**src/rtl/uart_rx_pkg.sv**
```systemverilog
// ============================================================================
// uart_rx_pkg : board timing constants and FSM encodings shared by the UART
// Rev 1.0
// ============================================================================
`default_nettype none

package uart_rx_pkg;

    localparam int CLK_FREQ_HZ     = 100_000_000;
    localparam int BAUD_RATE       = 9600;
    localparam int OVS_RATE        = 16;
    localparam int OVS_DIV_DEFAULT = CLK_FREQ_HZ / (OVS_RATE * BAUD_RATE);

    // Encodings are shared with the transmitter FSM, so values are pinned.
    typedef enum logic [2:0] {
        S_IDLE      = 3'd0,
        S_START     = 3'd1,
        S_DATA      = 3'd2,
        S_STOP      = 3'd3,
        S_WAIT_HIGH = 3'd4
    } uart_state_t;

    function automatic logic state_is_busy(input uart_state_t s);
        return (s == S_START) || (s == S_DATA) || (s == S_STOP);
    endfunction

endpackage

`default_nettype wire

```
**src/rtl/baud_tick_gen.sv**
```systemverilog
// ============================================================================
// baud_tick_gen : free-running divider producing a one-clock tick every MAX
// clocks; 'clear' holds the phase at zero. Rev 1.0
// ============================================================================
`default_nettype none

module baud_tick_gen #(
    parameter int MAX = 651
) (
    input  logic clk,
    input  logic reset,
    input  logic clear,
    output logic tick
);

    localparam int CW = (MAX > 1) ? $clog2(MAX) : 1;

    logic [CW-1:0] cnt;

    always_ff @(posedge clk) begin
        if (reset || clear) begin
            cnt <= '0;
        end else if (cnt == CW'(MAX - 1)) begin
            cnt <= '0;
        end else begin
            cnt <= cnt + CW'(1);
        end
    end

    assign tick = (cnt == CW'(MAX - 1));

endmodule

`default_nettype wire

```
**src/rtl/uart_rx.sv**
```systemverilog
// ============================================================================
// uart_rx : 8N1 UART receiver with 16x oversampling and frame-error detection
// Rev 1.0
// ============================================================================
`default_nettype none

module uart_rx
    import uart_rx_pkg::*;
#(
    parameter int OVS_DIV = OVS_DIV_DEFAULT,
    parameter int NBITS   = 8
) (
    input  logic             clk,
    input  logic             reset,
    input  logic             RxD,
    output logic [NBITS-1:0] rx_data,
    output logic             rx_valid,
    output logic             rx_busy,
    output logic             rx_frame_err
);

    localparam int BIT_W = (NBITS > 1) ? $clog2(NBITS) : 1;

    uart_state_t      state, state_next;
    logic             rxd_meta, rxd_s;
    logic             tick, tick_clear;
    logic [3:0]       ovs_cnt;
    logic [BIT_W-1:0] bit_cnt;
    logic [NBITS-1:0] shift;
    logic             ovs_clr, bit_clr, sample, frame_good, frame_bad;

    // Synchronizer resets high so a reset never looks like a start edge.
    always_ff @(posedge clk) begin
        if (reset) begin
            rxd_meta <= 1'b1;
            rxd_s    <= 1'b1;
        end else begin
            rxd_meta <= RxD;
            rxd_s    <= rxd_meta;
        end
    end

    assign tick_clear = (state == S_IDLE) || (state == S_WAIT_HIGH);

    baud_tick_gen #(
        .MAX (OVS_DIV)
    ) u_tick (
        .clk   (clk),
        .reset (reset),
        .clear (tick_clear),
        .tick  (tick)
    );

    always_ff @(posedge clk) begin
        if (reset) begin
            state <= S_IDLE;
        end else begin
            state <= state_next;
        end
    end

    always_comb begin
        state_next = state;
        ovs_clr    = 1'b0;
        bit_clr    = 1'b0;
        sample     = 1'b0;
        frame_good = 1'b0;
        frame_bad  = 1'b0;
        case (state)
            S_IDLE: begin
                if (!rxd_s) begin
                    state_next = S_START;
                    ovs_clr    = 1'b1;
                end
            end
            S_START: begin
                if (tick && ovs_cnt == 4'd7) begin
                    if (!rxd_s) begin
                        state_next = S_DATA;
                        ovs_clr    = 1'b1;
                        bit_clr    = 1'b1;
                    end else begin
                        state_next = S_IDLE;
                    end
                end
            end
            S_DATA: begin
                if (tick && ovs_cnt == 4'd15) begin
                    sample = 1'b1;
                    if (bit_cnt == BIT_W'(NBITS - 1)) begin
                        state_next = S_STOP;
                    end
                end
            end
            S_STOP: begin
                if (tick && ovs_cnt == 4'd15) begin
                    if (rxd_s) begin
                        frame_good = 1'b1;
                        state_next = S_IDLE;
                    end else begin
                        frame_bad  = 1'b1;
                        state_next = S_WAIT_HIGH;
                    end
                end
            end
            S_WAIT_HIGH: begin
                if (rxd_s) begin
                    state_next = S_IDLE;
                end
            end
            default: state_next = S_IDLE;
        endcase
    end

    always_comb begin
        rx_busy = state_is_busy(state);
    end

    // LSB arrives first, so bits enter at the top and walk down.
    always_ff @(posedge clk) begin
        if (reset) begin
            ovs_cnt      <= '0;
            bit_cnt      <= '0;
            shift        <= '0;
            rx_data      <= '0;
            rx_valid     <= 1'b0;
            rx_frame_err <= 1'b0;
        end else begin
            rx_valid     <= frame_good;
            rx_frame_err <= frame_bad;
            if (ovs_clr) begin
                ovs_cnt <= '0;
            end else if (tick) begin
                ovs_cnt <= ovs_cnt + 4'd1;
            end
            if (bit_clr) begin
                bit_cnt <= '0;
            end else if (sample) begin
                bit_cnt <= bit_cnt + BIT_W'(1);
            end
            if (sample) begin
                shift <= {rxd_s, shift[NBITS-1:1]};
            end
            if (frame_good) begin
                rx_data <= shift;
            end
        end
    end

endmodule

`default_nettype wire
```
**config.mk**
```make
export PLATFORM = sky130hd
export DESIGN_NAME = uart_rx
export DESIGN_NICKNAME = d
export VERILOG_FILES = /design/src/rtl/uart_rx_pkg.sv /design/src/rtl/baud_tick_gen.sv /design/src/rtl/uart_rx.sv
export SDC_FILE = /design/constraint.sdc
export NUM_CORES = 1
export LEC_CHECK = 0
export CAP_MARGIN = 0
export CORE_MARGIN = 2
export CORE_UTILIZATION = 40
export CTS_BUF_LIST = sky130_fd_sc_hd__clkbuf_16
export CTS_CLUSTER_SIZE = 10
export DETAILED_ROUTE_END_ITERATION = 10
export HOLD_SLACK_MARGIN = 0.03
export PLACE_DENSITY = 0.61
export SYNTH_ARGS = -nofsm -noshare
export SYNTH_HDL_FRONTEND = slang
export SYNTH_SLANG_ARGS = --single-unit
export TNS_END_PERCENT = 20
```
**constraint.sdc**
```tcl
create_clock -name clk -period 2.7 [get_ports clk]
set_clock_uncertainty 0.1 [all_clocks]
set_input_delay 0.405 -clock clk [delete_from_list [all_inputs] [get_ports clk]]
set_output_delay 0.405 -clock clk [all_outputs]
set_load 0.005 [all_outputs]
```
==> impl_metrics.toml, run 1 <==
[pwr]
p_leak_uw = 0.000717
netSwitchingFraction_pct = 19.9
comb_power_share_pct = 2.4
intPower_uw = 937
seqPwrFrac_pct = 51.1
power.clock.fraction_pct = 46.5
max-vdd-ir-drop_uv = 282
report.power.total_uw = 1170
p_sw_uw = 233
powerDensity_mw_per_mm2 = 578

[clock_network]
cts_buffers = 5
clk_pin_slew_ns = 0.05
cts_sinks = 40
cts_setup_buffers = 0
clock-root-buffer = "clkbuf_16"
clk_latency_ns = 0.28
cts-resized-gates = 0
postCtsHoldBufs = 0
clock_path_buffers = 2
htreeDepth = 2
cts_tree = "yes"

[global_route]
grt_pass1_vias = 1222
grt_pass1_wl_um = 5530
grt_overflow = 0
track_usage_pct = 14.4
antenna_found_initial = 0
grt_max_degree = 16

[worst_setup_path]
rr_worst_depth = 7
path_max_fanout = 12
r2r-start = "u_tick.cnt[0]$_SDFF_PP0_"
required_ns = 2.77
cpMostUsedCell = "and4bb_1"
r2r_setup_slack_ns = 0.40
critPathLaunchType = "register"
critPathMaxStageDelay_ns = 0.57
timing.rr.end = "rx_data[5]$_SDFFE_PP0P_"
worst_setup_path_end_kind = "register"
worstSetupPathType = "reg -> reg"
crit_chain = "inv_1 > ha_1 > nand4b_1 > and4bb_1 > and4bb_1 > mux2i_1 > nor2_1"
crit_arrival_ns = 2.37
cp_slowest_cell = "and4bb_1"

[finish]
n_antenna_cell = 0
ff_latch_area_sq_um = 801
area_delta_synth_final_pct = 15.9
multi_input_area_sq_um = 865
fill_cells = 426
finish.net_count = 200
drive_gt1_share_pct = 6.22
layout_common_cells = "42 x nor2_1, 40 x dfxtp_1, 20 x mux2i_1, 13 x clkdlybuf4s50_1, 8 x xnor2_1"
layout_commonest_cell = "nor2_1"
finish.instance_area_sq_mm = 0.00202

[place]
port_buffers = 13
placed_cell_area_sq_mm = 0.00189
hpwl_um = 2180
detailedPlace.worstSlack_ns = 0.390
place.gp.congestion = 0.865

[floorplanning]
num_io_pins = 14
die_w_um = 70.1
start_util_pct = 40.9
num_rows = 24
die_area_sq_mm = 0.00491
die_h_um = 70.1
core_sq_mm = 0.00426

[timing]
relSlewSlack_pct = 69.0
fmax_mhz = 435
slew_viol_final = 0
worstMarginPinSlew_ns = 0.465
timing.final.crit_period_ns = 2.30
setup_viol = 0
period_share_pct = 85.2
tns_ns = 0
hold_violations = 0
layout_setup_ws_ns = 0.400
rsz0062_at_grt = "false"

[drt]
drt-pass1-iter-count = 4
wire_per_inst_um = 12.8
vias = 1262
avgViaCountPerCell = 5.15
drtAntennaViolNets = 0
drt_iter0_markers = 49
drc = 0
totalWireLength_um = 3140

[run_status]
outcome = "complete, no violations"

[synth]
post_synth_num_cell_types = 37
synth_nets = 189
synth_seq_area_share_pct = 45.9
syn_area_per_cell_sq_um = 9.64
ys.warnings.count = 0
synth_seq_cells = 40
synthFlopType = "dfxtp_1"
synth_cells = 181
synth_enable_flop_cells = 0
ys_async_sr_fraction_pct = 0
synth_area_sq_mm = 0.00175

[worst_hold_path]
hold_path_depth = 1
min_from = "rxd_meta$_SDFF_PP1_"
whs_endpoint = "rxd_s$_SDFF_PP1_"
min_path_type = "reg -> reg"

[job]
drv_cap = 0
[worst max-delay path: cells and delay by family, from the launching register on]
family | cells | cell delay, ns
AND/OR/NAND/NOR | 4 | 1.30
adder cells (fa/ha/maj) | 1 | 0.14
multiplexers | 1 | 0.25
buffers and inverters | 1 | 0.07
flip-flops | 1 | 0.34
[kinds of logic after synthesis]
| kind of cell | Yosys count | share of synthesized area [%] |
|---|---|---|
| xor gates and xnor gates | 13 | 6.52 |
| and+or+nand+nor | 78 | 23.5 |
| DFF | 40 | 45.9 |
| muxes | 21 | 12.1 |
| adders and majority gates | 5 | 3.58 |
| buffers and inverters | 14 | 4.59 |
| AOI/OAI and AO/OA | 10 | 3.80 |
[area by class of cell]
class                      count  share of cell area, %
clock buffer                   5                   6.18
inverter                       3                  0.557
multi-input combinational    127                   42.7
tap                           52                   3.22
timing repair buffer          15                   7.17
sequential                    40                   39.6
clock inverter                 3                  0.557
[metal layers]
metal	up-vias	part of all wire, %	global-route usage, %	wire, um
li1	639	-	-	-
met1	601	49	17.3	1520
met2	12	46	22.0	1440
met3	10	2.6	3.75	81
met4	0	3.1	10.3	97
met5	-	0	0	0
[per-stage QoR]
step / instances / util, % / hold WS [ns]
floorplan: 181 / - / 0.289
CTS: 245 / 47.4 / 0.306
finish: 245 / 47.4 / 0.305
global route: 245 / 47.4 / 0.321
global placement: 237 / 44.2 / 0.294
detailed placement: 237 / 44.2 / 0.293
[worst max-delay path by stage]
| stage | start | end | slack (ns) | cells after the start |
|---|---|---|---|---|
| 2_1_floorplan | u_tick.cnt[0]$_SDFF_PP0_ | state[1]$_SDFFE_PP0P_ | 0.78 | 7 |
| 3_3_place_gp | u_tick.cnt[0]$_SDFF_PP0_ | rx_data[5]$_SDFFE_PP0P_ | 0.45 | 7 |
| 3_5_place_dp | u_tick.cnt[0]$_SDFF_PP0_ | rx_data[1]$_SDFFE_PP0P_ | 0.39 | 7 |
| 4_1_cts | u_tick.cnt[0]$_SDFF_PP0_ | rx_data[1]$_SDFFE_PP0P_ | 0.37 | 7 |
| 5_1_grt | u_tick.cnt[0]$_SDFF_PP0_ | rx_data[3]$_SDFFE_PP0P_ | 0.16 | 7 |
| 6_report | u_tick.cnt[0]$_SDFF_PP0_ | rx_data[5]$_SDFFE_PP0P_ | 0.40 | 7 |
[power groups by stage]
stage | registers (uW) | clock network (uW) | logic, uW
2_1_floorplan | 608 | 0 | 21.2
3_3_place_gp | 610 | 0 | 27.2
3_5_place_dp | 610 | 0 | 27.7
4_1_cts | 597 | 563 | 28.1
5_1_grt | 598 | 584 | 31.5
6_report | 598 | 544 | 27.6
[flip-flops by register name, summed over array words and instances (netlist names)]
name and count:
bit_cnt 3, ovs_cnt 4, rx_data 8, rx_frame_err 1
rx_valid 1, rxd_meta 1, rxd_s 1, shift 8
state 3, u_tick.cnt 10
[synthesized netlist by cell type (2+ instances only)]
library cell / count / area share [%]
xnor2_1: 8 / 4.0
clkbuf_1: 6 / 1.3
and3_1: 4 / 1.4
xor2_1: 5 / 2.5
nor4_1: 3 / 1.1
ha_1: 5 / 3.6
nand3_1: 2 / 0.57
and2_1: 3 / 1.1
buf_6: 3 / 1.9
or2_2: 2 / 0.72
mux2i_1: 20 / 11
a21oi_1: 4 / 1.1
nor3_1: 5 / 1.4
inv_1: 3 / 0.65
nand2_1: 5 / 1.1
and4bb_1: 2 / 1.4
dfxtp_1: 40 / 46
nor2_1: 42 / 9.0
(Power assumes the default switching activity.)
==> inputs of run 2 (changes only) <==
--- a/config.mk
+++ b/config.mk
@@ -15,5 +15,6 @@
 export PLACE_DENSITY = 0.61
 export SYNTH_ARGS = -nofsm -noshare
 export SYNTH_HDL_FRONTEND = slang
+export SYNTH_HIERARCHICAL = 1
 export SYNTH_SLANG_ARGS = --single-unit
 export TNS_END_PERCENT = 20
==> impl_metrics.toml, run 2 <==
[run_status]
outcome = "complete, no violations"

[finish]
layout_common_cells = "40 x dfxtp_1, 17 x nand3_1, 17 x a21oi_1, 17 x nand2b_1, 16 x o21ai_0"
largest_reg_flops = 10
finish.net_count = 212
area_delta_synth_final_pct = 15.2
final_util_pct = 47.9
drive_gt1_share_pct = 8.78
largestRegisters = "u_tick/cnt: 10 flops, rx_data: 8 flops, shift: 8 flops"
layout_commonest_cell = "dfxtp_1"
n_antenna_cell = 0
top_register = "u_tick/cnt"
finish.instance_area_sq_mm = 0.00210

[drt]
avgViaCountPerCell = 5.47
drc = 0
drtAntennaViolNets = 0
drt_iter0_markers = 79
vias = 1405
totalWireLength_um = 3520
wire_per_inst_um = 13.7
drt-pass1-iter-count = 4

[synth]
syn_area_per_cell_sq_um = 9.40
ys.warnings.count = 6
synth_most_common_cell = "dfxtp_1"
ys_async_sr_fraction_pct = 0
synth_enable_flop_cells = 0
synth_seq_cells = 40
synth_nets = 202
synth_cells = 194
synth_top_cells_by_count = "40 x dfxtp_1, 17 x a21oi_1, 17 x nand2b_1, 17 x nand3_1, 16 x o21ai_0"
synth_area_sq_mm = 0.00182
synthFlopType = "dfxtp_1"
synth_area_leader_cell = "dfxtp_1"
synth.top_cell.area_share_pct = 43.9
post_synth_num_cell_types = 40
synthTopCellsByArea = "dfxtp_1 44%, nand2b_1 5.8%, mux2i_1 4.9%, a21oi_1 4.7%, nand3_1 4.7%"
synth_seq_area_share_pct = 43.9

[timing]
worstMarginPinSlew_ns = 0.571
period_share_pct = 86.9
slew_viol_final = 0
timing.final.crit_period_ns = 2.35
rsz0062_at_grt = "false"
tns_ns = 0
hold_violations = 0
setup_viol = 0
relSlewSlack_pct = 61.8
fmax_mhz = 426

[worst_setup_path]
critPathLaunchType = "register"
required_ns = 2.80
path_max_fanout = 9
worst_setup_path_end_kind = "register"
worstSetupPathType = "reg -> reg"
crit_arrival_ns = 2.45

[clock_network]
clock-root-buffer = "clkbuf_16"
cts-resized-gates = 0
clk_latency_ns = 0.28
clock_path_buffers = 2
postCtsHoldBufs = 0
htreeDepth = 2
clk_pin_slew_ns = 0.06
cts_tree = "yes"
cts_setup_buffers = 0
cts_sinks = 40
cts_buffers = 5

[floorplanning]
die_w_um = 71.5
num_io_pins = 14
die_area_sq_mm = 0.00511
num_rows = 24
core_sq_mm = 0.00438
die_h_um = 71.5
start_util_pct = 41.6

[place]
placed_cell_area_sq_mm = 0.00196
place.gp.congestion = 0.859
port_buffers = 13
hpwl_um = 2390

[pwr]
p_sw_uw = 245
power.clock.fraction_pct = 47.3
seqPwrFrac_pct = 50.3
p_leak_uw = 0.000685
max-vdd-ir-drop_uv = 294
netSwitchingFraction_pct = 20.6
comb_power_share_pct = 2.4
powerDensity_mw_per_mm2 = 565
intPower_uw = 943

[global_route]
antenna_found_initial = 0
grt_max_degree = 31
grt_overflow = 0
grt_pass1_wl_um = 5970
track_usage_pct = 14.7
grt_pass1_vias = 1358

[worst_hold_path]
min_path_type = "reg -> reg"

[job]
drv_cap = 0
==> run 2: changes by cell type in the layout (fill, tap and decap cells not counted), moves of 3 or more <==
cell      delta
nor2_1      -34
nand2b_1    +17
nand3_1     +15
o21ai_0     +15
a21oi_1     +13
mux2i_1     -11
xnor2_1      -6
and3_1       -4
or3_1        +4
and2_1       -3
==> run 2: worst paths after layout <==
kind                             from                      end  slack [ns]  cells past startpoint
max          u_tick/cnt[4]$_SDFF_PP0_  rx_data[3]$_SDFFE_PP0P_        0.35                      6
min               rxd_meta$_SDFF_PP1_         rxd_s$_SDFF_PP1_        0.31                      1
max reg2reg  u_tick/cnt[4]$_SDFF_PP0_  rx_data[3]$_SDFFE_PP0P_        0.35                      6
min reg2reg       rxd_meta$_SDFF_PP1_         rxd_s$_SDFF_PP1_        0.31                      1
==> run 2: layout make-up <==
class                   instances  area, sq um
inverters                       4         15.0
multi-input cells             137          928
repair buffers                 16          153
well taps                      52         65.1
flip-flops and latches         40          801
fillers                       415         2280
clock inverters                 3         13.8
clock buffers                   5          125
==> run 2: per-stage QoR <==
step / setup WS [ns] / hold slack (ns) / total power (uW) / std cells
after floorplan: 0.508 / 0.289 / 629 / 194
after global placement: 0.420 / 0.293 / 638 / 249
after detailed placement: 0.344 / 0.296 / 639 / 249
after CTS: 0.331 / 0.309 / 1200 / 257
after global routing: 0.227 / 0.327 / 1230 / 257
final: 0.353 / 0.307 / 1190 / 257
==> run 2: critical path: stages (launching register included) <==
cell	delay, ns
dfxtp_1	0.34
or4b_4	0.57
nor4_1	0.25
buf_4	0.21
and4_4	0.26
and3_4	0.30
mux2i_1	0.24
==> run 2: power by group through the flow <==
stage | Combinational [uW] | Clock [uW] | Sequential (uW)
global placement | 28.0 | 0 | 610
global route | 31.0 | 597 | 597
floorplan | 20.4 | 0 | 609
CTS | 28.6 | 571 | 597
detailed placement | 28.8 | 0 | 610
finish | 28.5 | 562 | 597
==> run 2: cell families (layout without fill, tap and decap cells) <==
logic type               count (synthesis)  in the layout  share of synthesized area [%]
AND/OR/NAND/NOR                         75             75                           24.4
buffers and inverters                   17             28                           5.15
AO/OA/AOI/OAI                           42             42                           15.3
flip-flops                              40             40                           43.9
adder cells (fa/ha/maj)                  5              5                           3.43
XOR/XNOR                                 6              6                           2.88
multiplexers                             9              9                           4.94
==> run 2: metal layers <==
metal / routed length (um) / up-vias / share of wire, % / global-route usage (%)
met4: 22 / 0 / 0.63 / 6.29
met3: 62 / 4 / 1.8 / 3.38
met1: 1540 / 677 / 44 / 16.9
met2: 1900 / 15 / 54 / 26.1
met5: 0 / - / 0 / 0
li1: - / 709 / - / -
